--- src/rtl/mips_debug_sequencer.sv ---
// UART-driven run controller for the MIPS core: program load, run/step clock gating, bucket dump.
// Optional watchdog on continuous runs is enabled with `define RUN_CYCLE_LIMIT_EN.
module mips_debug_sequencer #(
  parameter int NBIT_DATA_LEN = 8,
  parameter int len_data      = 32,
  parameter int len_addr      = 7,
  parameter int len_bucket    = 640,
  parameter int len_contador  = $clog2(len_bucket/8),
  parameter logic [len_data-1:0] MAX_RUN_CYCLES = 32'h00FF_FFFF
) (
  input  logic                     clk,
  input  logic                     reset,
  input  logic                     rx_done_tick,
  input  logic [NBIT_DATA_LEN-1:0] rx_data_in,
  input  logic                     tx_done_tick,
  input  logic                     halt,
  input  logic [len_bucket-1:0]    bucket,
  output logic                     tx_start,
  output logic [NBIT_DATA_LEN-1:0] data_out,
  output logic                     ctrl_clk_mips,
  output logic                     debug,
  output logic                     wr_ram_inst,
  output logic [len_addr-1:0]      addr_mem_inst,
  output logic [len_data-1:0]      ins_to_mem,
  output logic [len_data-1:0]      out_clk_counter
);

  typedef enum logic [2:0] {
    IDLE, LOAD, WRITE, RUN,
    STEP_WAIT, STEP_TICK, DUMP_SEND, DUMP_WAIT
  } state_t;

  localparam logic [NBIT_DATA_LEN-1:0] CMD_L = NBIT_DATA_LEN'(8'h4C);
  localparam logic [NBIT_DATA_LEN-1:0] CMD_C = NBIT_DATA_LEN'(8'h43);
  localparam logic [NBIT_DATA_LEN-1:0] CMD_S = NBIT_DATA_LEN'(8'h53);
  localparam logic [NBIT_DATA_LEN-1:0] CMD_N = NBIT_DATA_LEN'(8'h4E);
  localparam logic [NBIT_DATA_LEN-1:0] CMD_E = NBIT_DATA_LEN'(8'h45);
  localparam logic [len_contador-1:0] IDX_LAST =
    len_contador'(len_bucket/8 - 1);

  state_t                  state_q, state_d;
  state_t                  ret_q, ret_d;
  logic [len_addr-1:0]     addr_q, addr_d;
  logic [len_data-1:0]     ins_q, ins_d;
  logic [1:0]              bcnt_q, bcnt_d;
  logic [len_contador-1:0] idx_q, idx_d;
  logic [len_data-1:0]     cnt_q, cnt_d;
  logic                    limit;

`ifdef RUN_CYCLE_LIMIT_EN
  assign limit = (cnt_q >= MAX_RUN_CYCLES);
`else
  logic unused_max;
  assign unused_max = ^MAX_RUN_CYCLES;
  assign limit      = 1'b0;
`endif

  // Clock enable is combinational so a rising halt blocks the very next MIPS edge
  assign ctrl_clk_mips = (state_q == RUN && !halt && !limit) ||
                         (state_q == STEP_TICK);
  assign tx_start      = (state_q == DUMP_SEND);
  assign data_out      = tx_start ?
                         bucket[NBIT_DATA_LEN*idx_q +: NBIT_DATA_LEN] : '0;
  assign debug         = (state_q == STEP_WAIT);
  assign wr_ram_inst   = (state_q == WRITE);
  assign addr_mem_inst   = addr_q;
  assign ins_to_mem      = ins_q;
  assign out_clk_counter = cnt_q;

  always_comb begin
    state_d = state_q;
    ret_d   = ret_q;
    addr_d  = addr_q;
    ins_d   = ins_q;
    bcnt_d  = bcnt_q;
    idx_d   = idx_q;
    cnt_d   = cnt_q;
    if (ctrl_clk_mips && cnt_q != '1)
      cnt_d = cnt_q + 1'b1;
    unique case (state_q)
      IDLE: begin
        if (rx_done_tick) begin
          if (rx_data_in == CMD_L) begin
            addr_d  = '0;
            bcnt_d  = '0;
            cnt_d   = '0;
            state_d = LOAD;
          end else if (rx_data_in == CMD_C) begin
            state_d = RUN;
          end else if (rx_data_in == CMD_S) begin
            state_d = STEP_WAIT;
          end
        end
      end
      LOAD: begin
        if (rx_done_tick) begin
          ins_d  = {ins_q[len_data-NBIT_DATA_LEN-1:0], rx_data_in};
          bcnt_d = bcnt_q + 1'b1;
          if (bcnt_q == 2'd3)
            state_d = WRITE;
        end
      end
      WRITE: begin
        if (ins_q == '1 || addr_q == '1) begin
          state_d = IDLE;
        end else begin
          addr_d  = addr_q + 1'b1;
          state_d = LOAD;
        end
      end
      RUN: begin
        if (halt || limit) begin
          ret_d   = IDLE;
          state_d = DUMP_SEND;
        end
      end
      STEP_WAIT: begin
        if (rx_done_tick) begin
          if (rx_data_in == CMD_N)
            state_d = STEP_TICK;
          else if (rx_data_in == CMD_E)
            state_d = IDLE;
        end
      end
      STEP_TICK: begin
        ret_d   = halt ? IDLE : STEP_WAIT;
        state_d = DUMP_SEND;
      end
      DUMP_SEND: state_d = DUMP_WAIT;
      DUMP_WAIT: begin
        if (tx_done_tick) begin
          if (idx_q == IDX_LAST) begin
            idx_d   = '0;
            state_d = ret_q;
          end else begin
            idx_d   = idx_q + 1'b1;
            state_d = DUMP_SEND;
          end
        end
      end
      default: state_d = IDLE;
    endcase
  end

  always_ff @(posedge clk) begin
    if (reset) begin
      state_q <= IDLE;
      ret_q   <= IDLE;
      addr_q  <= '0;
      ins_q   <= '0;
      bcnt_q  <= '0;
      idx_q   <= '0;
      cnt_q   <= '0;
    end else begin
      state_q <= state_d;
      ret_q   <= ret_d;
      addr_q  <= addr_d;
      ins_q   <= ins_d;
      bcnt_q  <= bcnt_d;
      idx_q   <= idx_d;
      cnt_q   <= cnt_d;
    end
  end

endmodule

--- config.mk ---
export PLATFORM = sky130hd
export DESIGN_NAME = mips_debug_sequencer
export DESIGN_NICKNAME = d
export VERILOG_FILES = /design/src/rtl/mips_debug_sequencer.sv
export SDC_FILE = /design/constraint.sdc
export NUM_CORES = 1
export LEC_CHECK = 0
export ABC_AREA = 1
export BUFFER_PORTS_ARGS = -buffer_cell sky130_fd_sc_hd__buf_2
export CELL_PAD_IN_SITES_DETAIL_PLACEMENT = 1
export CELL_PAD_IN_SITES_GLOBAL_PLACEMENT = 1
export CORE_AREA = 4 4 288 290
export CTS_BUF_LIST = sky130_fd_sc_hd__clkbuf_4 sky130_fd_sc_hd__clkbuf_8
export DETAILED_ROUTE_END_ITERATION = 10
export DIE_AREA = 0 0 292 294
export PLACE_DENSITY_LB_ADDON = 0.25
export SYNTH_ARGS = -nofsm -noshare
export SYNTH_HDL_FRONTEND = slang
export SYNTH_SLANG_ARGS = --single-unit
--- constraint.sdc ---
create_clock -name clk -period 2.7 [get_ports clk]
set_clock_uncertainty 0.2 [all_clocks]
set_input_delay 0.54 -clock clk [delete_from_list [all_inputs] [get_ports clk]]
set_output_delay 0.54 -clock clk [all_outputs]
set_load 0.005 [all_outputs]
* Yosys cells after proc, flatten, opt, wreduce, memory -nomap -nowiden *
Cells that the tools add are included.

word-level totals
  flip-flop bits (word level) = 86
  input port bits = 653
  output and inout port bits = 83
  word-level logic and storage cells = 85

cells by class
  $add $sub $neg = 4
  eq/ne operators = 27
  shifts and indexed selects = 1
  mux-type cells = 31
  reduce and logical (&&, ||, !) cells = 15

operator list
  kind                                                              number
  640-bit by 11-bit indexed part select with 8-bit output           1
  32-bit two-way mux                                                4
  3-bit two-way mux                                                 14
  8-bit by 7-bit == test with 1-bit output (second input constant)  5
  32-bit by 1-bit adder with 32-bit output (second input constant)  1
  32-bit == test (second input constant)                            1
  32-bit inequality test (second input constant)                    1
  7-bit two-way mux                                                 4
  3-bit one-hot mux with 8 select lines                             1
  2-bit inequality test (second input constant)                     8
  7-bit by 1-bit adder with 7-bit output (second input constant)    2
  7-bit == test (second input constant)                             2
  7-bit one-hot mux with 2 select lines                             1
  3-bit == test (second input constant)                             4
  8-bit two-way mux                                                 1
  4-bit AND reduction                                               2
  8-bit AND reduction                                               1
  3-bit by 2-bit == test with 1-bit output (second input constant)  2
  2-bit two-way mux                                                 3
  3-bit one-hot mux with 2 select lines                             1
  2-bit AND reduction                                               3
  2-bit nonzero test                                                3
  4-bit inequality test (second input constant)                     1
  2-bit one-hot mux with 2 select lines                             1
  9 further kinds                                                   11

* Longest topological paths before layout *
Gate-level depths: netlist of the first run.

  depth in word-level cells = 8
  depth in mapped cells = 16
  depth with buffers taken out = 13

* Worst setup path before layout of the first run *
OpenSTA, ideal clock, no wires.

  path kind = register to output
  start = register idx_q[0]
  end = output data_out[2]
  arrival time = 1.504 ns
  required time = 1.960 ns
  slack = 0.456 ns
  cell stages (with the launch flop) = 12
  path buffers = 4
  path through = dfxtp_1 buf_4 inv_4 buf_4 buf_4 buf_4 o21ai_0 o221ai_1 nand3_1 nand3_1 nand2_1 a21oi_1

on the way
  word-level cells in the longest chain between the ends = 2

ends and longest elaborated chain
  what                                                     line  RTL
  start, declared                                          46    logic [len_contador-1:0] idx_q, idx_d;
  start signal, assigned                                   160   idx_q <= idx_d;
  640-bit by 11-bit indexed part select with 8-bit output  63    bucket[NBIT_DATA_LEN*idx_q +: NBIT_DATA_LEN] : '0;
  8-bit two-way mux                                        62    assign data_out = tx_start ?
  end, declared                                            19    output logic [NBIT_DATA_LEN-1:0] data_out,

Every way passes these cells.

* Final worst setup path of the first run *
  start = register idx_q[0]
  end = output data_out[5]

The elaborated chain is that of the path after synthesis.

==> results of run 1 <==
## cell type report
cell class                      count  share of cell area [%]
Timing Repair Buffer              948                   31.17
Antenna cell                       21                  0.2782
Inverter                          380                   7.643
Sequential cell                    84                   8.961
Clock inverter                      7                  0.4040
Tap cell                         1060                   7.021
Clock buffer                        9                  0.6557
Multi-Input combinational cell   1858                   43.82
Timing Repair inverter              1                 0.04636
## power by group
group	switching, mW	internal (mW)
logic	1.04	0.842
clock network	0.633	0.367
registers	0.136	1.35
## what timing repair did
action / 4_1_cts / 5_1_grt
cloned: 1 / 5
setup endpoints to repair: 8 / 8
resized for setup: 32 / 62
setup buffers: 3 / 7
pin swaps: 5 / 9
## path summary, 6_finish.rpt
check,depth (start not counted),endpoint,from,slack [ns]
min,3,ins_to_mem[0],rx_data_in[0],0.21
max reg2reg,12,state_q[2],idx_q[0],0.32
max,12,data_out[5],idx_q[0],-0.68
min reg2reg,2,ins_to_mem[26],ins_to_mem[26],0.27
## cells by family (layout without fill, tap and decap cells)
family                     count (synthesis)  after routing  synth area share, %
other                                      0             21                    0
buffers and inverters                    526           1345                18.29
DFF                                       84             84                14.14
AOI/OAI and AO/OA                        250            250                11.31
xor gates and xnor gates                  19             19                1.400
and+or+nand+nor                         1585           1585                54.43
adders and majority gates                  4              4               0.4210
## flip-flops by register name, summed over array words and instances (netlist names)
register / count
state_q: 3
out_clk_counter: 32
addr_mem_inst: 7
bcnt_q: 2
ret_q: 1
ins_to_mem: 32
idx_q: 7
## synth_stat cells (all sizes together) (4+ instances only)
cell	n	share of area [%]
clkbuf	49	1.6
a21oi	69	2.9
nor4	5	0.26
nor3b	6	0.42
nand3	275	12
ha	4	0.42
nand4	21	1.2
o221ai	10	0.74
xor2	15	1.1
nor3	28	1.3
nand2	1068	34
xnor2	4	0.29
o211ai	6	0.38
nor2	178	5.7
dfxtp	84	14
o21ai	140	5.9
o22ai	19	1.0
inv	378	12
buf	97	4.7
## metal layers
metal | global-route usage [%] | vias to the layer above
met5 | 0 | -
met3 | 2.347 | 76
met2 | 33.78 | 437
li1 | - | 9239
met4 | 4.276 | 2
met1 | 24.69 | 8515
## critical path: stages, from the launching register on
cell and delay (ns):
dfxtp_4 0.43, buf_12 0.15, inv_6 0.09, buf_6 0.19, buf_4 0.19, buf_4 0.14
nor2_1 0.04, o211ai_1 0.16, o211ai_1 0.15, nand3_1 0.19, nand2_1 0.11, a21oi_2 0.20
buf_4 0.17
## placed cells by master, fill, tap and decap left out, drive strengths merged, types with 5 or more instances in the layout
cell and count:
buf 944, o21ai 140, diode 21, nand4 21, dfxtp 84, inv 380, nand3 275, clkinv 8
nor2 178, o221ai 10, nor3b 6, a21oi 69, nand2 1068, o22ai 19, o211ai 6, nor3 28
nor4 5, clkbuf 13, xor2 15
## through the flow
stage | cell area (µm²) | utilization [%] | hold WS, ns | total power [mW] | setup WS (ns)
2_1_floorplan | 11890 | - | 0.2273 | 2.329 | 0.4558
3_3_place_gp | 18050 | 22.49 | 0.2494 | 3.399 | -0.6011
3_5_place_dp | 18050 | 22.49 | 0.2581 | 3.403 | -0.5323
4_1_cts | 18430 | 22.95 | 0.1751 | 4.444 | -0.7575
5_1_grt | 18890 | 23.52 | 0.2046 | 4.729 | -0.8337
6_report | 18890 | 23.53 | 0.2121 | 4.373 | -0.6791
==> run_results.csv, run 1 <==
group,metric,value,unit
drt,antenna_left,0,
yosys,synth_flop_cell,"dfxtp_1",
global_routing,grt_pass1_vias,19047,
pwr,ir_drop,0.2119,mV
yosys,yosysWarnings,0,
worst_setup_path,crit_arrival,2.64,ns
timing,setup_viol,8,
final_layout,area_growth,58.89,%
floorplanning,die_x,292,µm
clocking,htreeDepth,3,
final_layout,fillers,10746,
final_layout,multi_input_area,8278,µm²
final_layout,layout-drive-gt1-share,31.94,%
drt,wl_met3,3586,µm
placed_design,place_inst,4315,
drt,drc_errors,0,
drt,top_layer_used,"met5",
timing,slew_viol_final,0,
pwr,cellLeakagePower,10.77,nW
yosys,synth_edf_count,0,
run_status,violations,"setup timing",
yosys,synth_cells,2468,
drt,vias,18269,
timing,fmax,295.9,MHz
clocking,clock_latency,0.41,ns
timing,fin_crit_sh,125.2,%
worst_setup_path,critPathKind,"reg2out",
timing,rsz0062_at_grt,"true",
final_layout,regArea,1693,µm²
yosys,syn_area_per_cell,4.817,µm²
run_status,status,"complete, but fails checks",
drt,dr_wl_met2,42930,µm
yosys,syn_area,11890,µm²
clocking,cts_root_buf,"clkbuf_8",
floorplanning,coreArea,80290,µm²
floorplanning,start_util,14.81,%
drt,first_pass_iters,5,
timing,period_minus_slack,3.379,ns
timing,worstMarginPinSlew,0.6401,ns
final_layout,fin_nets,3939,
timing,finalHoldViolCount,0,
clocking,clk_transition_reported_paths,0.11,ns
global_routing,grt_first_pass_wirelength,124000,µm
placed_design,place_congestion,0.8716,
placed_design,port_buffers,735,
worst_hold_path,hp-class,"in2reg",
floorplanning,chipHeight,294,µm
drt,wirelength,87110,µm
yosys,syn_nets,3125,
clocking,cts_tree,"done",
global_routing,grt_use_total,19.06,%
placed_design,hpwl,74840,µm
clocking,cts_buffer_depth,2,
yosys,async_reset_ff_share,0,%
worst_setup_path,start_kind,"flip-flop",
drt,wl_per_cell,19.94,µm
yosys,yosysSeqAreaShare,14.14,%
global_routing,antenna_found_initial,27,
timing,finalSetupTns,-5.075,ns
final_layout,fin_cells,4368,
global_routing,grt_max_degree,53,
floorplanning,die_area,85850,µm²
timing,relSlewSlack,57.28,%
worst_setup_path,worst-path-max-fanout,13,
floorplanning,rows,104,
flow_run,drv_cap,0,
clocking,cts-buffers-inserted,9,
pwr,power_density,231.5,nW/µm²
yosys,synth_cell_type_count,43,
clocking,cts_sinks,84,
drt,initialDrtViolationCount,805,
clocking,hold_buffers,0,
floorplanning,ios,736,
drt,vias_per_cell,4.182,
global_routing,grt-ovfl-total,0,
drt,drt-met1-wl,39200,µm
worst_setup_path,required,1.96,ns
timing,setup_ws,-0.6791,ns
yosys,ys_seq_elements,84,
worst_setup_path,crit_path_end_kind,"output port",
Power figures use the tool's default switching activity.
==> inputs of run 2 (changes only) <==
==> constraint.sdc (replaced) <==
create_clock -name clk -period 2.7 [get_ports clk]
set_clock_uncertainty 0.2 [all_clocks]
set_input_delay 0.54 -clock clk [delete_from_list [all_inputs] [get_ports clk]]
set_output_delay 0.54 -clock clk [all_outputs]
set_load 0.05 [all_outputs]
==> run_results.csv, run 2 (synthesized netlist as in run 1, its figures left out) <==
group,metric,value,unit
run_status,status,"complete, but fails checks",
run_status,violations,"setup timing",
pwr,p_sw_share,45.72,%
clocking,cts-buffers-inserted,9,
drt,wl_per_cell,20.13,µm
worst_setup_path,r2r-start,"idx_q[0]",
placed_design,port_buffers,735,
timing,fmax,293.7,MHz
timing,rsz0062_at_grt,"true",
clocking,cts_buffer_depth,2,
clocking,cts_root_buf,"clkbuf_8",
floorplanning,start_util,14.81,%
drt,wirelength,88140,µm
worst_setup_path,crit_slowest_cell,"dfxtp_4",
timing,period_minus_slack,3.404,ns
floorplanning,die_x,292,µm
placed_design,post-place-ws,-0.4920,ns
worst_setup_path,r2r-end,"state_q[2]",
timing,slew_viol_final,0,
global_routing,grt_use_total,19.36,%
worst_hold_path,holdCritStartpoint,"rx_data_in[2]",
floorplanning,rows,104,
worst_setup_path,crit_top_cell,"buf_4",
worst_setup_path,start_kind,"flip-flop",
global_routing,grt_first_pass_wirelength,125300,µm
pwr,p_seq_share,30.7,%
floorplanning,chipHeight,294,µm
worst_setup_path,r2r_cells,13,
final_layout,final_cell_mix,"1020 x nand2_1, 726 x buf_2, 367 x inv_1",
timing,relSlewSlack,54.94,%
clocking,cts_sinks,84,
worst_setup_path,slowest_delay,0.40,ns
worst_setup_path,cp_cell_sequence,"buf_12 -> buf_16 -> buf_4 -> buf_4 -> o21ai_0 -> o22ai_2 -> buf_4 -> nand2_1 -> nand3_1 -> nand2_1 -> a21oi_4 -> buf_12",
clocking,htreeDepth,3,
pwr,p_clk_share,20.5,%
final_layout,fin_nets,3942,
drt,first_pass_iters,5,
worst_setup_path,required,1.96,ns
drt,vias_per_cell,4.161,
worst_setup_path,crit_arrival,2.66,ns
worst_hold_path,hp-class,"in2reg",
worst_hold_path,holdPathEnd,"ins_to_mem[2]",
global_routing,grt-ovfl-total,0,
floorplanning,ios,736,
final_layout,fin_cells,4379,
pwr,internal-power,2.603,mW
flow_run,drv_cap,0,
timing,fin_crit_sh,126.1,%
drt,antenna_left,0,
pwr,power_density,241.8,nW/µm²
timing,worstMarginPinSlew,0.6697,ns
clocking,cts_tree,"done",
pwr,p_total,4.795,mW
placed_design,place_congestion,0.8621,
floorplanning,die_area,85850,µm²
worst_setup_path,r2r_setup_slack,0.25,ns
worst_setup_path,critPathKind,"reg2out",
global_routing,antenna_found_initial,30,
pwr,power_frac_comb,48.8,%
final_layout,area_growth,66.79,%
worst_hold_path,holdPathStages,3,
final_layout,final_common_cell,"nand2_1",
timing,finalHoldViolCount,0,
placed_design,place_inst,4314,
worst_setup_path,worst-path-max-fanout,7,
clocking,clk_transition_reported_paths,0.12,ns
global_routing,grt_pass1_vias,19426,
drt,drc_errors,0,
pwr,p_sw,2.192,mW
final_layout,final_core_util,24.70,%
pwr,ir_drop,0.2077,mV
placed_design,hpwl,73370,µm
final_layout,layout-drive-gt1-share,34.19,%
timing,setup_ws,-0.7043,ns
clocking,hold_buffers,0,
drt,initialDrtViolationCount,727,
worst_setup_path,crit_path_end_kind,"output port",
global_routing,grt_max_degree,40,
clocking,clock_latency,0.42,ns
pwr,cellLeakagePower,11.09,nW
timing,setup_viol,8,
drt,vias,18220,
floorplanning,coreArea,80290,µm²
-- run 2: cell types whose count changed in the layout (fill, tap and decap cells not counted), moves of 10 or more --
cell,before,now
nor2_1,174,164
buf_12,32,50
nand2_1,1045,1020
nand3_4,1,12
nand3_2,17,41
nand2_2,22,44
nand3_1,257,222
buf_4,165,139
-- run 2: area by class of cell --
class | count | area (µm²)
diodes | 29 | 72.57
clock buffers | 9 | 123.9
clock inverters | 7 | 76.32
fillers | 10722 | 60460
inverters | 380 | 1458
multi-input cells | 1858 | 8723
flip-flops and latches | 84 | 1690
well taps | 1060 | 1326
repair buffers | 951 | 6342
repair inverters | 1 | 16.27
-- run 2: layer usage --
metal  global-route usage (%)  part of all wire, %
met2                    33.98                   49
met3                    3.351                  4.5
met5                        0                0.039
met1                    24.83                   45
met4                    4.157                  1.3
-- run 2: critical path: cells and delay by family, from the launching register on --
family | cells | cell delay (ns)
compound gates | 3 | 0.51
buf+inv | 6 | 0.96
flops | 1 | 0.40
simple gates | 3 | 0.36
-- run 2: timing repair --
item                                   CTS  global route
pin swaps                               10            57
gates resized for setup                 99           119
gates cloned                             6             6
endpoints found under the hold margin    0             0
setup endpoints to repair                8            10
buffers inserted                         9             9
-- run 2: worst max-delay path by stage --
| stage | start | end | slack (ns) | cells after the start |
|---|---|---|---|---|
| final | idx_q[0] | data_out[1] | -0.70 | 12 |
| after global routing | idx_q[0] | data_out[0] | -0.82 | 15 |
| after CTS | idx_q[0] | data_out[0] | -0.81 | 16 |
| after detailed placement | idx_q[1] | data_out[3] | -0.49 | 13 |
| after global placement | idx_q[1] | data_out[3] | -0.50 | 13 |
| after floorplan | state_q[2] | data_out[0] | -0.02 | 5 |
-- run 2: metrics by stage --
| stage | setup TNS [ns] | instance area [µm²] | hold slack (ns) |
|---|---|---|---|
| floorplan | -0.1239 | 11920 | 0.2273 |
| global placement | -3.278 | 18240 | 0.2464 |
| detailed placement | -3.236 | 18240 | 0.2607 |
| CTS | -6.048 | 19180 | 0.1854 |
| global route | -6.427 | 19810 | 0.2291 |
| finish | -5.341 | 19830 | 0.2243 |
-- run 2: power groups by stage --
stage | logic [mW] | registers, mW | clock network [mW]
finish | 2.34 | 1.47 | 0.982
global route | 2.59 | 1.50 | 1.08
CTS | 2.34 | 1.48 | 1.04
detailed placement | 2.30 | 1.50 | 0
global placement | 2.30 | 1.50 | 0
floorplan | 0.925 | 1.77 | 0
==> inputs of run 3 (changes only) <==
--- a/config.mk
+++ b/config.mk
@@ -7,12 +7,10 @@
 export LEC_CHECK = 0
 export ABC_AREA = 1
 export BUFFER_PORTS_ARGS = -buffer_cell sky130_fd_sc_hd__buf_2
-export CELL_PAD_IN_SITES_DETAIL_PLACEMENT = 1
-export CELL_PAD_IN_SITES_GLOBAL_PLACEMENT = 1
-export CORE_AREA = 4 4 288 290
+export CORE_AREA = 4 4 284 286
 export CTS_BUF_LIST = sky130_fd_sc_hd__clkbuf_4 sky130_fd_sc_hd__clkbuf_8
 export DETAILED_ROUTE_END_ITERATION = 10
-export DIE_AREA = 0 0 292 294
+export DIE_AREA = 0 0 288 290
 export PLACE_DENSITY_LB_ADDON = 0.25
 export SYNTH_ARGS = -nofsm -noshare
 export SYNTH_HDL_FRONTEND = slang
==> run_results.csv, run 3 (synthesized netlist as in run 1, its figures left out) <==
group,metric,value,unit
run_status,status,"complete, but fails checks",
run_status,violations,"setup timing",
global_routing,grt-ovfl-total,0,
timing,period_minus_slack,3.350,ns
timing,finalHoldViolCount,0,
worst_hold_path,hp-class,"in2reg",
final_layout,final_area,19970,µm²
floorplanning,start_util,15.17,%
clocking,cts_buffer_depth,2,
drt,vias,18124,
drt,antenna_left,0,
timing,worstMarginPinSlew,0.7379,ns
pwr,ir_drop,0.2070,mV
clocking,clock_latency,0.40,ns
worst_setup_path,worst-path-max-fanout,8,
drt,vias_per_cell,4.157,
clocking,cts_tree,"done",
pwr,p_total,4.729,mW
timing,rsz0062_at_grt,"true",
global_routing,antenna_found_initial,17,
clocking,cts-buffers-inserted,9,
drt,initialDrtViolationCount,1084,
worst_setup_path,crit_slowest_cell,"dfxtp_4",
global_routing,grt_pass1_vias,17872,
global_routing,grt_use_total,17.89,%
worst_setup_path,critPathKind,"reg2out",
global_routing,grt_first_pass_wirelength,112700,µm
flow_run,drv_cap,0,
worst_setup_path,crit_arrival,2.61,ns
placed_design,hpwl,65450,µm
worst_setup_path,crit_top_cell,"nand2_2",
worst_setup_path,r2r_setup_slack,0.21,ns
final_layout,final_common_cell,"nand2_1",
floorplanning,die_area,83520,µm²
pwr,power_density,236.7,nW/µm²
final_layout,layout-drive-gt1-share,36.04,%
timing,fin_hold_ws,0.2020,ns
timing,fmax,298.5,MHz
timing,fin_crit_sh,124.1,%
drt,drc_errors,0,
worst_setup_path,crit_path_end_kind,"output port",
final_layout,fin_nets,3946,
final_layout,final_core_util,25.49,%
pwr,cellLeakagePower,11.15,nW
floorplanning,die_x,288,µm
floorplanning,coreArea,78360,µm²
worst_setup_path,slowest_delay,0.46,ns
floorplanning,chipHeight,290,µm
final_layout,final_cell_mix,"986 x nand2_1, 727 x buf_2, 360 x inv_1",
global_routing,grt_max_degree,37,
placed_design,place_area,18090,µm²
placed_design,post-place-ws,-0.5842,ns
timing,setup_ws,-0.6503,ns
timing,finalSetupTns,-4.846,ns
timing,relSlewSlack,50.75,%
placed_design,place_inst,4298,
floorplanning,rows,103,
timing,setup_viol,8,
final_layout,area_growth,68.01,%
timing,slew_viol_final,0,
final_layout,fin_cells,4360,
placed_design,port_buffers,735,
worst_setup_path,required,1.96,ns
drt,wl_per_cell,18.23,µm
placed_design,place_congestion,0.8948,
clocking,htreeDepth,3,
drt,wirelength,79500,µm
clocking,cts_sinks,84,
clocking,clk_transition_reported_paths,0.11,ns
floorplanning,ios,736,
drt,first_pass_iters,6,
clocking,cts_root_buf,"clkbuf_8",
worst_setup_path,cp_cell_sequence,"clkinv_8 -> buf_16 -> buf_12 -> buf_6 -> nand2_2 -> nand3_2 -> nand2_1 -> nand2_1 -> nand2_2 -> inv_2 -> nand2_2 -> nand2_2 -> nand2_2 -> o21ai_4 -> a21oi_2 -> buf_12",
clocking,hold_buffers,0,
worst_setup_path,start_kind,"flip-flop",
final_layout,fillers,9352,
-- run 3: layout make-up --
type                            count  area (µm²)  area share [%]
Sequential cell                    84        1690           8.463
Timing Repair Buffer              956        6350           31.79
Clock inverter                      7       68.82          0.3445
Antenna cell                       16       40.04          0.2005
Clock buffer                        9       123.9          0.6201
Inverter                          380        1444           7.229
Multi-Input combinational cell   1858        8944           44.78
Tap cell                         1050        1314           6.577
-- run 3: report_power, final --
group | switching [mW] | internal (mW) | leakage [nW] | total (mW)
sequential | 0.135 | 1.35 | 0.680 | 1.49
clock | 0.596 | 0.359 | 0.0916 | 0.955
combinational | 1.42 | 0.864 | 10.4 | 2.28
-- run 3: worst paths after layout --
check                                    from             to  cells past startpoint
worst max-delay path                 idx_q[0]    data_out[5]                     16
worst max register to register       idx_q[0]     state_q[2]                     13
worst min-delay path            rx_data_in[4]  ins_to_mem[4]                      3
worst min register to register       ret_q[2]       ret_q[2]                      2
-- run 3: metal layers --
| layer | routed length [µm] | global-route usage [%] | up-vias |
|---|---|---|---|
| li1 | - | - | 9255 |
| met4 | 1445 | 4.183 | 0 |
| met3 | 4948 | 2.624 | 77 |
| met5 | 0 | 0 | - |
| met1 | 35520 | 23.98 | 8130 |
| met2 | 37590 | 30.18 | 662 |
-- run 3: worst max-delay path, delay by kind of cell, from the launching register on --
kind	cells	cell delay, ns
simple gates	8	0.55
buf+inv	6	0.87
flops	1	0.46
compound gates	2	0.28
-- run 3: what timing repair did --
action                     in CTS  in global routing
gates resized for setup       202                106
setup endpoints to repair       8                 10
cloned                         12                  3
pin swaps                      66                 83
buffers inserted               18                  5
